<file path="src/rtl/eth_tx_frame_src_if.sv">
// Bundle of command, MAC TX AXI-stream, PTP timestamp return and status signals
// for the transmit frame source.
interface eth_tx_frame_src_if #(
    parameter int LEN_WIDTH = 14
);
    logic                 cmd_valid;
    logic                 cmd_ready;
    logic [LEN_WIDTH-1:0] cmd_len;
    logic [7:0]           cmd_seed;
    logic [63:0]          tx_axis_tdata;
    logic [7:0]           tx_axis_tkeep;
    logic                 tx_axis_tlast;
    logic [16:0]          tx_axis_tuser;
    logic                 tx_axis_tvalid;
    logic                 tx_axis_tready;
    logic [95:0]          tx_ptp_ts;
    logic [15:0]          tx_ptp_ts_tag;
    logic                 tx_ptp_ts_valid;
    logic                 ts_out_valid;
    logic [95:0]          ts_out_ts;
    logic [15:0]          ts_out_tag;
    logic                 ts_out_mismatch;
    logic                 ts_unexpected;
    logic [2:0]           pending;

    modport master (
        output cmd_valid, cmd_len, cmd_seed, tx_axis_tready,
               tx_ptp_ts, tx_ptp_ts_tag, tx_ptp_ts_valid,
        input  cmd_ready, tx_axis_tdata, tx_axis_tkeep, tx_axis_tlast, tx_axis_tuser,
               tx_axis_tvalid, ts_out_valid, ts_out_ts, ts_out_tag, ts_out_mismatch,
               ts_unexpected, pending
    );

    modport slave (
        input  cmd_valid, cmd_len, cmd_seed, tx_axis_tready,
               tx_ptp_ts, tx_ptp_ts_tag, tx_ptp_ts_valid,
        output cmd_ready, tx_axis_tdata, tx_axis_tkeep, tx_axis_tlast, tx_axis_tuser,
               tx_axis_tvalid, ts_out_valid, ts_out_ts, ts_out_tag, ts_out_mismatch,
               ts_unexpected, pending
    );
endinterface

</file>
<file path="src/rtl/eth_tx_frame_src.sv">
// Generates tagged deterministic test frames into the MAC TX stream and pairs the
// egress timestamps the MAC returns with the outstanding frame tags.
module eth_tx_frame_src #(
    parameter int LEN_WIDTH   = 14,
    parameter int OUTSTANDING = 4
) (
    input  logic              tx_clk,
    input  logic              tx_rst_n,
    eth_tx_frame_src_if.slave bus
);
    localparam int PTR_W = $clog2(OUTSTANDING);
    localparam int CNT_W = PTR_W + 1;

    typedef enum logic [0:0] {IDLE = 1'b0, SEND = 1'b1} state_t;

    state_t               state_r, state_s;
    logic                 run_r;
    logic [LEN_WIDTH-1:0] rem_r;
    logic [7:0]           base_r;
    logic [15:0]          tag_cnt_r, tag_r;
    logic [63:0]          tdata_r;
    logic [7:0]           tkeep_r;
    logic                 tlast_r, tvalid_r;
    logic [15:0]          fifo_r [OUTSTANDING];
    logic [PTR_W-1:0]     wr_ptr_r, rd_ptr_r;
    logic [CNT_W-1:0]     count_r;
    logic                 ts_valid_r, ts_mis_r, ts_unexp_r;
    logic [95:0]          ts_ts_r;
    logic [15:0]          ts_tag_r;

    logic                 cmd_ready_s, accept_s, beat_done_s, pop_s;
    logic [LEN_WIDTH-1:0] len_s, next_rem_s;
    logic [7:0]           next_base_s;
    logic [63:0]          beat_data_s;
    logic [7:0]           beat_keep_s;
    logic                 beat_last_s;

    assign len_s       = (bus.cmd_len == '0) ? LEN_WIDTH'(1) : bus.cmd_len;
    assign cmd_ready_s = run_r && (state_r == IDLE) && (count_r < CNT_W'(OUTSTANDING));
    assign accept_s    = bus.cmd_valid && cmd_ready_s;
    assign beat_done_s = tvalid_r && bus.tx_axis_tready;
    assign pop_s       = bus.tx_ptp_ts_valid && (count_r != '0);

    // FSM state register
    always_ff @(posedge tx_clk) begin
        if (!tx_rst_n) begin
            state_r <= IDLE;
        end else begin
            state_r <= state_s;
        end
    end

    // FSM next-state
    always_comb begin
        state_s = state_r;
        case (state_r)
            IDLE: begin
                if (accept_s) state_s = SEND;
                else          state_s = IDLE;
            end
            SEND: begin
                if (beat_done_s && tlast_r) state_s = IDLE;
                else                        state_s = SEND;
            end
            default: state_s = IDLE;
        endcase
    end

    // Next beat contents: first beat of a new frame in IDLE, following beat in SEND
    always_comb begin
        next_rem_s  = len_s;
        next_base_s = bus.cmd_seed;
        if (state_r == IDLE) begin
            next_rem_s  = len_s;
            next_base_s = bus.cmd_seed;
        end else begin
            next_rem_s  = rem_r - LEN_WIDTH'(8);
            next_base_s = base_r + 8'd8;
        end
        beat_data_s = 64'd0;
        beat_keep_s = 8'd0;
        for (int k = 0; k < 8; k++) begin
            if (LEN_WIDTH'(k) < next_rem_s) begin
                beat_keep_s[k]        = 1'b1;
                beat_data_s[8*k +: 8] = next_base_s + 8'(k);
            end else begin
                beat_keep_s[k]        = 1'b0;
                beat_data_s[8*k +: 8] = 8'd0;
            end
        end
        beat_last_s = (next_rem_s <= LEN_WIDTH'(8));
    end

    // Stream output registers; rem_r counts bytes from the presented beat to frame end
    always_ff @(posedge tx_clk) begin
        if (!tx_rst_n) begin
            run_r     <= 1'b0;
            rem_r     <= '0;
            base_r    <= 8'd0;
            tag_cnt_r <= 16'd0;
            tag_r     <= 16'd0;
            tdata_r   <= 64'd0;
            tkeep_r   <= 8'd0;
            tlast_r   <= 1'b0;
            tvalid_r  <= 1'b0;
        end else begin
            run_r <= 1'b1;
            if (accept_s || (beat_done_s && !tlast_r)) begin
                rem_r    <= next_rem_s;
                base_r   <= next_base_s;
                tdata_r  <= beat_data_s;
                tkeep_r  <= beat_keep_s;
                tlast_r  <= beat_last_s;
                tvalid_r <= 1'b1;
            end else if (beat_done_s) begin
                tdata_r  <= 64'd0;
                tkeep_r  <= 8'd0;
                tlast_r  <= 1'b0;
                tvalid_r <= 1'b0;
            end
            if (accept_s) begin
                tag_r     <= tag_cnt_r;
                tag_cnt_r <= tag_cnt_r + 16'd1;
            end
        end
    end

    // Outstanding-tag FIFO
    always_ff @(posedge tx_clk) begin
        if (!tx_rst_n) begin
            wr_ptr_r <= '0;
            rd_ptr_r <= '0;
            count_r  <= '0;
            for (int i = 0; i < OUTSTANDING; i++) fifo_r[i] <= 16'd0;
        end else begin
            if (accept_s) begin
                fifo_r[wr_ptr_r] <= tag_cnt_r;
                wr_ptr_r         <= wr_ptr_r + PTR_W'(1);
            end
            if (pop_s) rd_ptr_r <= rd_ptr_r + PTR_W'(1);
            case ({accept_s, pop_s})
                2'b10:   count_r <= count_r + CNT_W'(1);
                2'b01:   count_r <= count_r - CNT_W'(1);
                default: count_r <= count_r;
            endcase
        end
    end

    // Timestamp match results, one cycle after the MAC strobe
    always_ff @(posedge tx_clk) begin
        if (!tx_rst_n) begin
            ts_valid_r <= 1'b0;
            ts_unexp_r <= 1'b0;
            ts_mis_r   <= 1'b0;
            ts_ts_r    <= 96'd0;
            ts_tag_r   <= 16'd0;
        end else begin
            ts_valid_r <= pop_s;
            ts_unexp_r <= bus.tx_ptp_ts_valid && (count_r == '0);
            if (pop_s) begin
                ts_ts_r  <= bus.tx_ptp_ts;
                ts_tag_r <= fifo_r[rd_ptr_r];
                ts_mis_r <= (bus.tx_ptp_ts_tag != fifo_r[rd_ptr_r]);
            end
        end
    end

    assign bus.cmd_ready       = cmd_ready_s;
    assign bus.tx_axis_tdata   = tdata_r;
    assign bus.tx_axis_tkeep   = tkeep_r;
    assign bus.tx_axis_tlast   = tlast_r;
    assign bus.tx_axis_tuser   = {tag_r, 1'b0};
    assign bus.tx_axis_tvalid  = tvalid_r;
    assign bus.ts_out_valid    = ts_valid_r;
    assign bus.ts_out_ts       = ts_ts_r;
    assign bus.ts_out_tag      = ts_tag_r;
    assign bus.ts_out_mismatch = ts_mis_r;
    assign bus.ts_unexpected   = ts_unexp_r;
    assign bus.pending         = 3'(count_r);
endmodule

</file>
<file path="src/flat_wrapper.sv">
// flat-port wrapper written by rule: the top's interface ports become plain ports
module eth_tx_frame_src_flat 
#(
    parameter int LEN_WIDTH   = 14,
    parameter int OUTSTANDING = 4
)
  (tx_clk, tx_rst_n, bus_cmd_valid, bus_cmd_len, bus_cmd_seed, bus_tx_axis_tready, bus_tx_ptp_ts, bus_tx_ptp_ts_tag, bus_tx_ptp_ts_valid, bus_cmd_ready, bus_tx_axis_tdata, bus_tx_axis_tkeep, bus_tx_axis_tlast, bus_tx_axis_tuser, bus_tx_axis_tvalid, bus_ts_out_valid, bus_ts_out_ts, bus_ts_out_tag, bus_ts_out_mismatch, bus_ts_unexpected, bus_pending);
  eth_tx_frame_src_if #(.LEN_WIDTH(LEN_WIDTH)) bus_i ();
  input  logic tx_clk;
  input  logic tx_rst_n;
  input wire logic [$bits(bus_i.cmd_valid)-1:0] bus_cmd_valid;
  input wire logic [$bits(bus_i.cmd_len)-1:0] bus_cmd_len;
  input wire logic [$bits(bus_i.cmd_seed)-1:0] bus_cmd_seed;
  input wire logic [$bits(bus_i.tx_axis_tready)-1:0] bus_tx_axis_tready;
  input wire logic [$bits(bus_i.tx_ptp_ts)-1:0] bus_tx_ptp_ts;
  input wire logic [$bits(bus_i.tx_ptp_ts_tag)-1:0] bus_tx_ptp_ts_tag;
  input wire logic [$bits(bus_i.tx_ptp_ts_valid)-1:0] bus_tx_ptp_ts_valid;
  output wire logic [$bits(bus_i.cmd_ready)-1:0] bus_cmd_ready;
  output wire logic [$bits(bus_i.tx_axis_tdata)-1:0] bus_tx_axis_tdata;
  output wire logic [$bits(bus_i.tx_axis_tkeep)-1:0] bus_tx_axis_tkeep;
  output wire logic [$bits(bus_i.tx_axis_tlast)-1:0] bus_tx_axis_tlast;
  output wire logic [$bits(bus_i.tx_axis_tuser)-1:0] bus_tx_axis_tuser;
  output wire logic [$bits(bus_i.tx_axis_tvalid)-1:0] bus_tx_axis_tvalid;
  output wire logic [$bits(bus_i.ts_out_valid)-1:0] bus_ts_out_valid;
  output wire logic [$bits(bus_i.ts_out_ts)-1:0] bus_ts_out_ts;
  output wire logic [$bits(bus_i.ts_out_tag)-1:0] bus_ts_out_tag;
  output wire logic [$bits(bus_i.ts_out_mismatch)-1:0] bus_ts_out_mismatch;
  output wire logic [$bits(bus_i.ts_unexpected)-1:0] bus_ts_unexpected;
  output wire logic [$bits(bus_i.pending)-1:0] bus_pending;
  assign bus_i.cmd_valid = bus_cmd_valid;
  assign bus_i.cmd_len = bus_cmd_len;
  assign bus_i.cmd_seed = bus_cmd_seed;
  assign bus_i.tx_axis_tready = bus_tx_axis_tready;
  assign bus_i.tx_ptp_ts = bus_tx_ptp_ts;
  assign bus_i.tx_ptp_ts_tag = bus_tx_ptp_ts_tag;
  assign bus_i.tx_ptp_ts_valid = bus_tx_ptp_ts_valid;
  assign bus_cmd_ready = bus_i.cmd_ready;
  assign bus_tx_axis_tdata = bus_i.tx_axis_tdata;
  assign bus_tx_axis_tkeep = bus_i.tx_axis_tkeep;
  assign bus_tx_axis_tlast = bus_i.tx_axis_tlast;
  assign bus_tx_axis_tuser = bus_i.tx_axis_tuser;
  assign bus_tx_axis_tvalid = bus_i.tx_axis_tvalid;
  assign bus_ts_out_valid = bus_i.ts_out_valid;
  assign bus_ts_out_ts = bus_i.ts_out_ts;
  assign bus_ts_out_tag = bus_i.ts_out_tag;
  assign bus_ts_out_mismatch = bus_i.ts_out_mismatch;
  assign bus_ts_unexpected = bus_i.ts_unexpected;
  assign bus_pending = bus_i.pending;
  eth_tx_frame_src #(.LEN_WIDTH(LEN_WIDTH), .OUTSTANDING(OUTSTANDING)) u_core (.tx_clk(tx_clk), .tx_rst_n(tx_rst_n), .bus(bus_i));
endmodule
</file>
<file path="config.mk">
export PLATFORM = sky130hd
export DESIGN_NAME = eth_tx_frame_src_flat
export DESIGN_NICKNAME = d
export VERILOG_FILES = /design/src/rtl/eth_tx_frame_src_if.sv /design/src/rtl/eth_tx_frame_src.sv /design/src/flat_wrapper.sv
export SDC_FILE = /design/constraint.sdc
export NUM_CORES = 1
export LEC_CHECK = 0
export ABC_AREA = 1
export CAP_MARGIN = 25
export CORE_MARGIN = 10
export CORE_UTILIZATION = 28
export DETAILED_ROUTE_END_ITERATION = 8
export GPL_ROUTABILITY_DRIVEN = 0
export SETUP_SLACK_MARGIN = 0.3
export SYNTH_ARGS = -nofsm -noshare
export SYNTH_HDL_FRONTEND = slang
export SYNTH_SLANG_ARGS = --single-unit
</file>
<file path="constraint.sdc">
create_clock -name tx_clk -period 6.54 [get_ports tx_clk]
set_input_delay 1.635 -clock tx_clk [delete_from_list [all_inputs] [get_ports tx_clk]]
set_output_delay 1.635 -clock tx_clk [all_outputs]
set_load 0.03 [all_outputs]
</file>
# ---- Yosys cells after proc, flatten, opt, wreduce, memory -nomap -nowiden
# Memory sizes are Yosys's and may differ from the RTL's. A register that Yosys moved wholly into a read port is not among the register bits.
# Index checks and enable logic that the tools add are counted.
dict set report totals {
  in_bits 139
  output_inout_bits 210
  ram_bits 64
  regBits 252
  memories 1
}
dict set report classes {
  n_addsub 14
  reduce_logical 16
  n_eq_ne 3
  bitwise 1
  n_lt_le_gt_ge 10
  muxes 39
}
# name words width rd rd_clocked_by_memory_dff wr line_no
set memory_table {}
lappend memory_table {u_core.fifo_r 4 16 1 1 4 eth_tx_frame_src.sv:24} ;# logic [15:0] fifo_r [OUTSTANDING];
# op count
set op_table {}
lappend op_table {{2-to-1 mux 64 bit} 2}
lappend op_table {{2-to-1 mux 8 bit} 11}
lappend op_table {{less-than comparator 3 x 14 -> 1 bit (first input constant)} 4}
lappend op_table {{adder 8 x 3 -> 8 bit (second input constant)} 4}
lappend op_table {{less-than comparator 1 x 14 -> 1 bit (first input constant)} 2}
lappend op_table {{less-than comparator 2 x 14 -> 1 bit (first input constant)} 2}
lappend op_table {{2-to-1 mux 14 bit} 2}
lappend op_table {{2-to-1 mux 1 bit} 18}
lappend op_table {{adder 16 x 1 -> 16 bit (second input constant)} 1}
lappend op_table {{adder 8 x 2 -> 8 bit (second input constant)} 2}
lappend op_table {{2-to-1 mux 16 bit} 1}
lappend op_table {{inequality test 16 bit} 1}
lappend op_table {{OR reduction 16 bit} 1}
lappend op_table {{less-or-equal comparator 14 x 4 -> 1 bit (second input constant)} 1}
lappend op_table {{zero test 14 bit} 1}
lappend op_table {{subtractor 14 x 4 -> 14 bit (second input constant)} 1}
lappend op_table {{adder 8 x 1 -> 8 bit (second input constant)} 1}
lappend op_table {{adder 8 x 4 -> 8 bit (second input constant)} 1}
lappend op_table {{logical AND 1 bit} 8}
lappend op_table {{2-to-1 mux 2 bit} 3}
lappend op_table {{case mux 3 bit (2 select lines)} 1}
lappend op_table {{adder 2 x 1 -> 2 bit (second input constant)} 2}
lappend op_table {{nonzero test 2 bit} 2}
lappend op_table {{adder 3 x 1 -> 3 bit (second input constant)} 1}
lappend op_table {{other kinds (10)} 10}

# ---- Longest topological paths before layout
# Gate-level depths: netlist of run 1.
dict set report logic_depth {
  word_depth 9
  depth_mapped 15
}

# ---- Worst setup path before layout of run 1
# No wires, ideal clock.
dict set report synth_path {
  path_kind {in2reg}
  start {input port bus_cmd_valid}
  end {memory u_core.fifo_r[3][0] (enable)}
  setup_ps 414
  slack_ps 2997
  path_buffers 1
  arrival_ps 3128
  cell_stages 3
  path_cell_list {nand2_4 buf_6 o31ai_1}
}
# item line_no
set synth_rtl {}
lappend synth_rtl {{start, declared} flat_wrapper.sv:11} ;# input wire logic [$bits(bus_i.cmd_valid)-1:0] bus_cmd_valid;
lappend synth_rtl {{end, declared} eth_tx_frame_src.sv:24}

# ---- Worst setup path after layout of run 1
dict set report layout_path {
  start {input port bus_tx_ptp_ts_valid}
  end {register u_core.ts_tag_r[13] (netlist: u_core.bus.ts_out_tag[13]) (read register of u_core.fifo_r)}
}
dict set report layout_via {
  elab_chain_len 1
}
# item line_no
set layout_rtl {}
lappend layout_rtl {{start, declared} flat_wrapper.sv:17} ;# input wire logic [$bits(bus_i.tx_ptp_ts_valid)-1:0] bus_tx_ptp_ts_valid;
lappend layout_rtl {{logical AND 1 bit} eth_tx_frame_src.sv:42} ;# assign pop_s = bus.tx_ptp_ts_valid && (count_r != '0);
lappend layout_rtl {{end, declared} eth_tx_frame_src.sv:29} ;# logic [15:0] ts_tag_r;
# Every way passes these cells.
# A chain may end at the register's enable or synchronous reset.

==> key figures, run 1 <==
Synthesis
  – Mapped Area: 13700 sq um
  – Synth Warn #: 0
  – Post-synth cell types: 48
  – Sequential-to-total area share from yosys stat: 0.510
  – #FFs+latches synth: 318
  – Avg Inst Size Synth: 7.94 sq um
  – Most common flop cell mapped by yosys: dfxtp_1
  – Cells after synthesis: 1732
  – Ys async rst share: 0
  – Number of flops mapped to enable cells by yosys: 64
  – Mapped Nets: 1885

Run status
  – Status: finished clean

Floorplan
  – IO Count: 349
  – Die area: 58300 sq um
  – Initial core utilization: 0.282
  – Core area: 48700 sq um
  – Placement row count: 81
  – Chip Width: 242 um
  – DIE HEIGHT: 242 um

Timing
  – Setup TNS: 0 ps
  – RSZ-0062 raised after global routing: false
  – Setup Skew: 23.0 ps
  – Minimum clock period: 3700 ps
  – Final Max Slew Viols: 0
  – Tightest Pin Transition: 996 ps
  – Rel. slew slack: 0.336
  – Max Clock Freq: 270 MHz
  – Final hold viol count: 0
  – Tcrit/Tclk final: 0.566
  – Final Setup Violations: 0
  – Final WS setup: 2840 ps

Worst setup path
  – Worst setup SP type: primary input
  – WS Path Type: in2reg
  – Crit path DAT: 4140 ps
  – Worst Path Required: 6980 ps
  – Element type at the critical path end: register
  – Critical path peak fanout: 53

Clock network
  – Worst skew pair latency: 560 ps
  – TritonCTS clock tree: yes
  – H-Tree Level Count: 2
  – Reg clk slew, reported paths: 60 ps
  – Largest buffer count on any clock path: 3
  – Clock Sinks: 318
  – Setup Fix Bufs, Post-CTS: 0
  – Root Buffer: clkbuf_16
  – CTS resizes: 0
  – Hold buffers post-CTS: 0
  – CTS Buf Count: 37

Route
  – Routed WL: 48.1 mm
  – DR top layer: met5
  – Vias: 12.6k
  – DRT antenna net count: 0
  – DRT met1 WL: 19.8 mm
  – Starting DRT DRC Count: 839
  – WL per Instance: 17.6 um
  – DRC viols: 0
  – Met2 WL: 21.8 mm
  – DR WL met3: 5.31 mm
  – Vias/cell: 4.63
  – Drt first pass iters: 5

GRT
  – Largest net degree at the start of global routing: 113
  – Antenna violations before repair: 1
  – Grt ovf: 0
  – Vias in the first global route: 12.7k
  – First-pass GRT wire length: 74.4 mm
  – Gr usage total: 0.159

Placed design
  – Setup slack after placement: 2240 ps
  – Cell Area, Placed: 17700 sq um
  – Port Buffer Count: 347
  – DPL Wire Length: 34.4 mm

Final layout
  – Nets: 2190
  – ANT cells: 0
  – Finished Core Util: 0.390
  – Fill cells: 4919
  – Cell area after layout: 19000 sq um
  – Layout cells sized above 1: 0.0799
  – Area added between synthesis and finish: 38.4%

Power
  – Maximum VDD drop: 244 uV
  – P per Cell Area: 371 nW/um^2
  – Leakage: 7.41 nW

Job
  – Max_cap viols: 0

Min path
  – Worst hold path class: reg2reg
-- stage by stage --
step | hold slack, ps | power [W] | instances
final | 452 | 0.00705 | 2729
after global routing | 482 | 0.00742 | 2729
after CTS | 457 | 0.00711 | 2724
after detailed placement | 446 | 0.00498 | 2657
after global placement | 444 | 0.00497 | 2657
after floorplan | 435 | 0.00396 | 1732
-- path summary, 6_finish.rpt --
kind                    startpoint                         to  slack (ps)  depth (start not counted)
max            bus_tx_ptp_ts_valid  u_core.bus.ts_out_tag[13]        2840                          7
min               u_core.tag_r[14]           u_core.tag_r[14]         450                          2
max reg2reg  u_core.bus.pending[2]  u_core.bus.ts_out_tag[13]        3680                          6
min reg2reg       u_core.tag_r[14]           u_core.tag_r[14]         450                          2
-- layout make-up --
type,instances,area (sq um),share of cell area
Multi-Input combinational cell,1195,5860,0.308
Timing Repair Buffer,360,3640,0.192
Tap cell,664,831,0.0437
Sequential cell,318,7010,0.368
Inverter,125,473,0.0249
Clock buffer,53,1060,0.0555
Clock inverter,14,156,0.00822
-- state kept, by name (all words and copies together), names as in the netlist, named ones only --
name,count
u_core.bus.ts_out_tag,16
u_core.run_r,1
u_core.rd_ptr_r,2
u_core.bus.ts_out_mismatch,1
u_core.bus.tx_axis_tlast,1
u_core.wr_ptr_r,2
u_core.state_r,1
u_core.bus.ts_unexpected,1
u_core.fifo_r,64
u_core.bus.tx_axis_tkeep,8
u_core.bus.tx_axis_tvalid,1
u_core.bus.pending,3
u_core.bus.tx_axis_tdata,64
u_core.bus.ts_out_valid,1
u_core.bus.ts_out_ts,96
u_core.tag_r,16
u_core.base_r,8
u_core.tag_cnt_r,16
u_core.rem_r,14
-- cells by family after synthesis --
logic type	share of synthesized area
and+or+nand+nor	0.263
DFF	0.510
buffers and inverters	0.0666
AOI/OAI and AO/OA	0.125
xor gates and xnor gates	0.0223
other	0.000273
adders and majority gates	0.0133
-- layout by cell type, fill, tap and decap left out, types with 4 or more instances in the layout --
cell and instances:
nand2_1 326, nor2_1 312, clkbuf_16 37, nand2_4 4
edfxtp_1 64, xnor2_1 12, clkbuf_8 7, a21oi_1 129
clkbuf_1 9, o21ai_1 4, o21ai_2 11, o211ai_1 8
nor2_4 5, nand4_1 8, or2_1 5, xor2_1 23
nand3_2 9, nand3_4 8, ha_1 13, buf_4 9
inv_2 18, inv_1 103, dfxtp_1 254, clkinv_2 6
clkdlybuf4s50_1 346, o21ai_0 148, nor3_1 8, nand3_1 113
a21oi_2 8, nor2_2 7, nand2_2 13
-- per-layer routing --
layer / global-route usage / vias up
met5: 0 / -
li1: - / 6236
met3: 0.0689 / 65
met1: 0.189 / 5887
met4: 0.0460 / 2
met2: 0.254 / 450
-- power breakdown --
part / leakage (nW) / switching (W) / internal [W] / total [W]
clock network: 0.596 / 0.000872 / 0.00122 / 0.00209
logic: 4.08 / 0.00157 / 0.000872 / 0.00244
registers: 2.74 / 0.000190 / 0.00233 / 0.00252
total: 7.41 / 0.00263 / 0.00442 / 0.00705
-- synth_stat cells, types with 2 or more instances --
cell | count | area, sq um
and3_1 | 2 | 12.5
buf_6 | 3 | 33.8
o21ai_1 | 4 | 20.0
nand2_4 | 3 | 33.8
or2_2 | 2 | 12.5
nand3_1 | 113 | 566
nor2_4 | 4 | 45.0
buf_8 | 2 | 30.0
clkbuf_1 | 58 | 218
nand4_1 | 8 | 50.1
nor2_1 | 313 | 1170
o21ai_4 | 2 | 32.5
o22ai_1 | 3 | 18.8
buf_2 | 25 | 125
xor2_1 | 23 | 201
buf_4 | 4 | 30.0
buf_1 | 2 | 7.51
inv_2 | 17 | 63.8
o211ai_1 | 8 | 60.1
nor3_1 | 8 | 40.0
a21oi_1 | 129 | 646
or2_1 | 5 | 31.3
nor2_2 | 7 | 43.8
ha_1 | 13 | 163
edfxtp_1 | 64 | 1920
nand2_2 | 14 | 87.6
inv_1 | 105 | 394
nor2_8 | 2 | 40.0
o21ai_0 | 150 | 751
a21oi_2 | 8 | 70.1
clkinv_1 | 2 | 7.51
nand2_1 | 326 | 1220
xnor2_1 | 12 | 105
nand3_2 | 9 | 90.1
dfxtp_1 | 254 | 5080
o21ai_2 | 9 | 78.8
nand3_4 | 8 | 140
-- critical path, cell delays in order --
cell and delay [ps]:
clkdlybuf4s50_1 480, inv_1 70, nor2_4 420, clkinv_2 690, buf_4 560, nor2_1 170
nor2_1 60
(Power assumes the default switching activity.)
==> inputs of run 2 (changes only) <==
Clock period 6.54 ns to 3.2 ns, I/O delays scaled along.
==> run 2 against run 1 <==
Sequential share of layout area decreased by 0.18 points; sequential power increased by 100%; highest routed layer unchanged; combinational power increased by 110%; critical path depth decreased by 6; clock skew decreased by 4.6 ps; critical endpoint is now bus_pending[2]; non-clock buffer count increased by 15.
==> key figures, run 2 (synthesized netlist as in run 1, its figures left out) <==
Worst setup path
  – Reg2Reg Setup Slack: 880 ps
  – Crit path DAT: 1830 ps
  – Buf/Inv on CP: 1
  – CP Cell Sequence: clkdlybuf4s50_1
  – Reg2reg path depth: 8
  – Worst Path Required: 2400 ps
  – Worst setup SP type: register
  – WS Path Type: reg2out
  – RR Endpoint: u_core.bus.ts_out_mismatch
  – Largest delay contributor family on the critical path: buffers and inverters
  – Critical path peak fanout: 4
  – Element type at the critical path end: output pin
  – CP max-delay cell: clkdlybuf4s50_1
  – Largest stage delay on the critical path: 760 ps

Final layout
  – Most frequent cells in the layout: clkdlybuf4s50_1, nand2_1, nor2_1
  – Max reg flops: 96
  – Fill cells: 4971
  – ANT cells: 0
  – Most common cell after layout, fill and taps aside: clkdlybuf4s50_1
  – Post-Layout Cell Count: 2745
  – Nets: 2205
  – Area added between synthesis and finish: 39.1%
  – Layout cells sized above 1: 0.0846

Timing
  – Setup TNS: 0 ps
  – WHS: 455 ps
  – RSZ-0062 raised after global routing: false
  – Rel. slew slack: 0.347
  – Tcrit/Tclk final: 0.822
  – Final Setup Violations: 0
  – Minimum clock period: 2630 ps
  – Final Max Slew Viols: 0
  – Tightest Pin Transition: 978 ps
  – Setup Skew: 18.4 ps
  – Final hold viol count: 0
  – Max Clock Freq: 380 MHz

GRT
  – First-pass GRT wire length: 73.9 mm
  – Grt ovf: 0
  – Largest net degree at the start of global routing: 133
  – Antenna violations before repair: 1
  – Vias in the first global route: 12.6k
  – Gr usage total: 0.157

Route
  – Routed WL: 47.6 mm
  – Starting DRT DRC Count: 982
  – DRC viols: 0
  – WL per Instance: 17.3 um
  – DRT antenna net count: 0
  – Drt first pass iters: 5
  – Vias/cell: 4.63
  – Vias: 12.7k

Floorplan
  – Chip Width: 242 um
  – Placement row count: 81
  – Die area: 58300 sq um
  – DIE HEIGHT: 242 um
  – IO Count: 349
  – Initial core utilization: 0.282
  – Core area: 48700 sq um

Clock network
  – Reg clk slew, reported paths: 60 ps
  – Hold buffers post-CTS: 0
  – Setup Fix Bufs, Post-CTS: 0
  – Root Buffer: clkbuf_16
  – Largest buffer count on any clock path: 3
  – Clock Sinks: 318
  – CTS resizes: 0
  – Worst skew pair latency: 550 ps
  – CTS Buf Count: 37
  – H-Tree Level Count: 2
  – TritonCTS clock tree: yes

Min path
  – Worst hold path class: reg2reg
  – Hold Startpoint: u_core.tag_r[5]
  – Hold Crit Depth: 2
  – Hold Path Sink: u_core.tag_r[5]

Placed design
  – DPL Wire Length: 34.4 mm
  – Post-Place Cells: 2676
  – Port Buffer Count: 347

Run status
  – Status: finished clean

Power
  – Leakage: 7.48 nW
  – Maximum VDD drop: 544 uV
  – P per Cell Area: 753 nW/um^2

Job
  – Max_cap viols: 0
[run 2: cell types whose count changed in the layout (fill, tap and decap cells not counted), sizes merged]
cell           previous run  this run
inv                     125       123
buf                      14        30
clkinvlp                  1         0
clkbuf                   53        55
clkinv                   11        13
clkdlybuf4s50           346       345
[run 2: worst reg2reg max path: cells and delay by family (launching register included)]
family / cells / cell delay (ps)
xor gates and xnor gates: 1 / 200
and+or+nand+nor: 3 / 490
DFF: 1 / 310
AOI/OAI and AO/OA: 2 / 500
buffers and inverters: 2 / 730
[run 2: cell type report]
class | count | area [sq um] | share of cell area
sequential | 318 | 7010 | 0.367
multi-input combinational | 1195 | 5840 | 0.305
timing repair buffer | 375 | 3750 | 0.196
clock buffer | 55 | 1070 | 0.0562
tap | 664 | 831 | 0.0435
inverter | 125 | 473 | 0.0247
clock inverter | 13 | 143 | 0.00746
[run 2: worst max-delay path by stage]
stage                                     start                            to  slack, ps  cells after the start
final                     u_core.bus.pending[2]                bus_pending[2]        570                      1
after global routing      u_core.bus.pending[2]                bus_pending[2]        430                      1
after CTS                 u_core.bus.pending[2]                bus_pending[2]        470                      1
after detailed placement        bus_cmd_seed[3]  u_core.bus.tx_axis_tdata[30]        350                     10
after global placement      bus_tx_ptp_ts_valid         u_core.bus.pending[2]        330                     10
after floorplan                  u_core.state_r           u_core.fifo_r[3][0]        490                      7
[run 2: stage by stage]
step                      setup WS (ps)  utilization  instance area [sq um]  power [W]
after global placement              326        0.367                  17900     0.0102
after CTS                           466        0.392                  19100     0.0146
final                               571        0.392                  19100     0.0144
after global routing                432        0.392                  19100     0.0152
after detailed placement            346        0.367                  17900     0.0102
after floorplan                     492            -                  13700    0.00809
[run 2: metal layers]
layer	global-route usage	up-vias	wire, um
li1	-	6260	-
met1	0.194	5920	20400
met2	0.242	465	20900
met3	0.0653	75	5120
met4	0.0519	2	1160
met5	0	-	13
[run 2: power breakdown]
group | switching, W | internal, W | leakage (nW)
clock | 0.00175 | 0.00250 | 0.598
combinational | 0.00321 | 0.00180 | 4.14
sequential | 0.000374 | 0.00477 | 2.74
total | 0.00533 | 0.00907 | 7.48
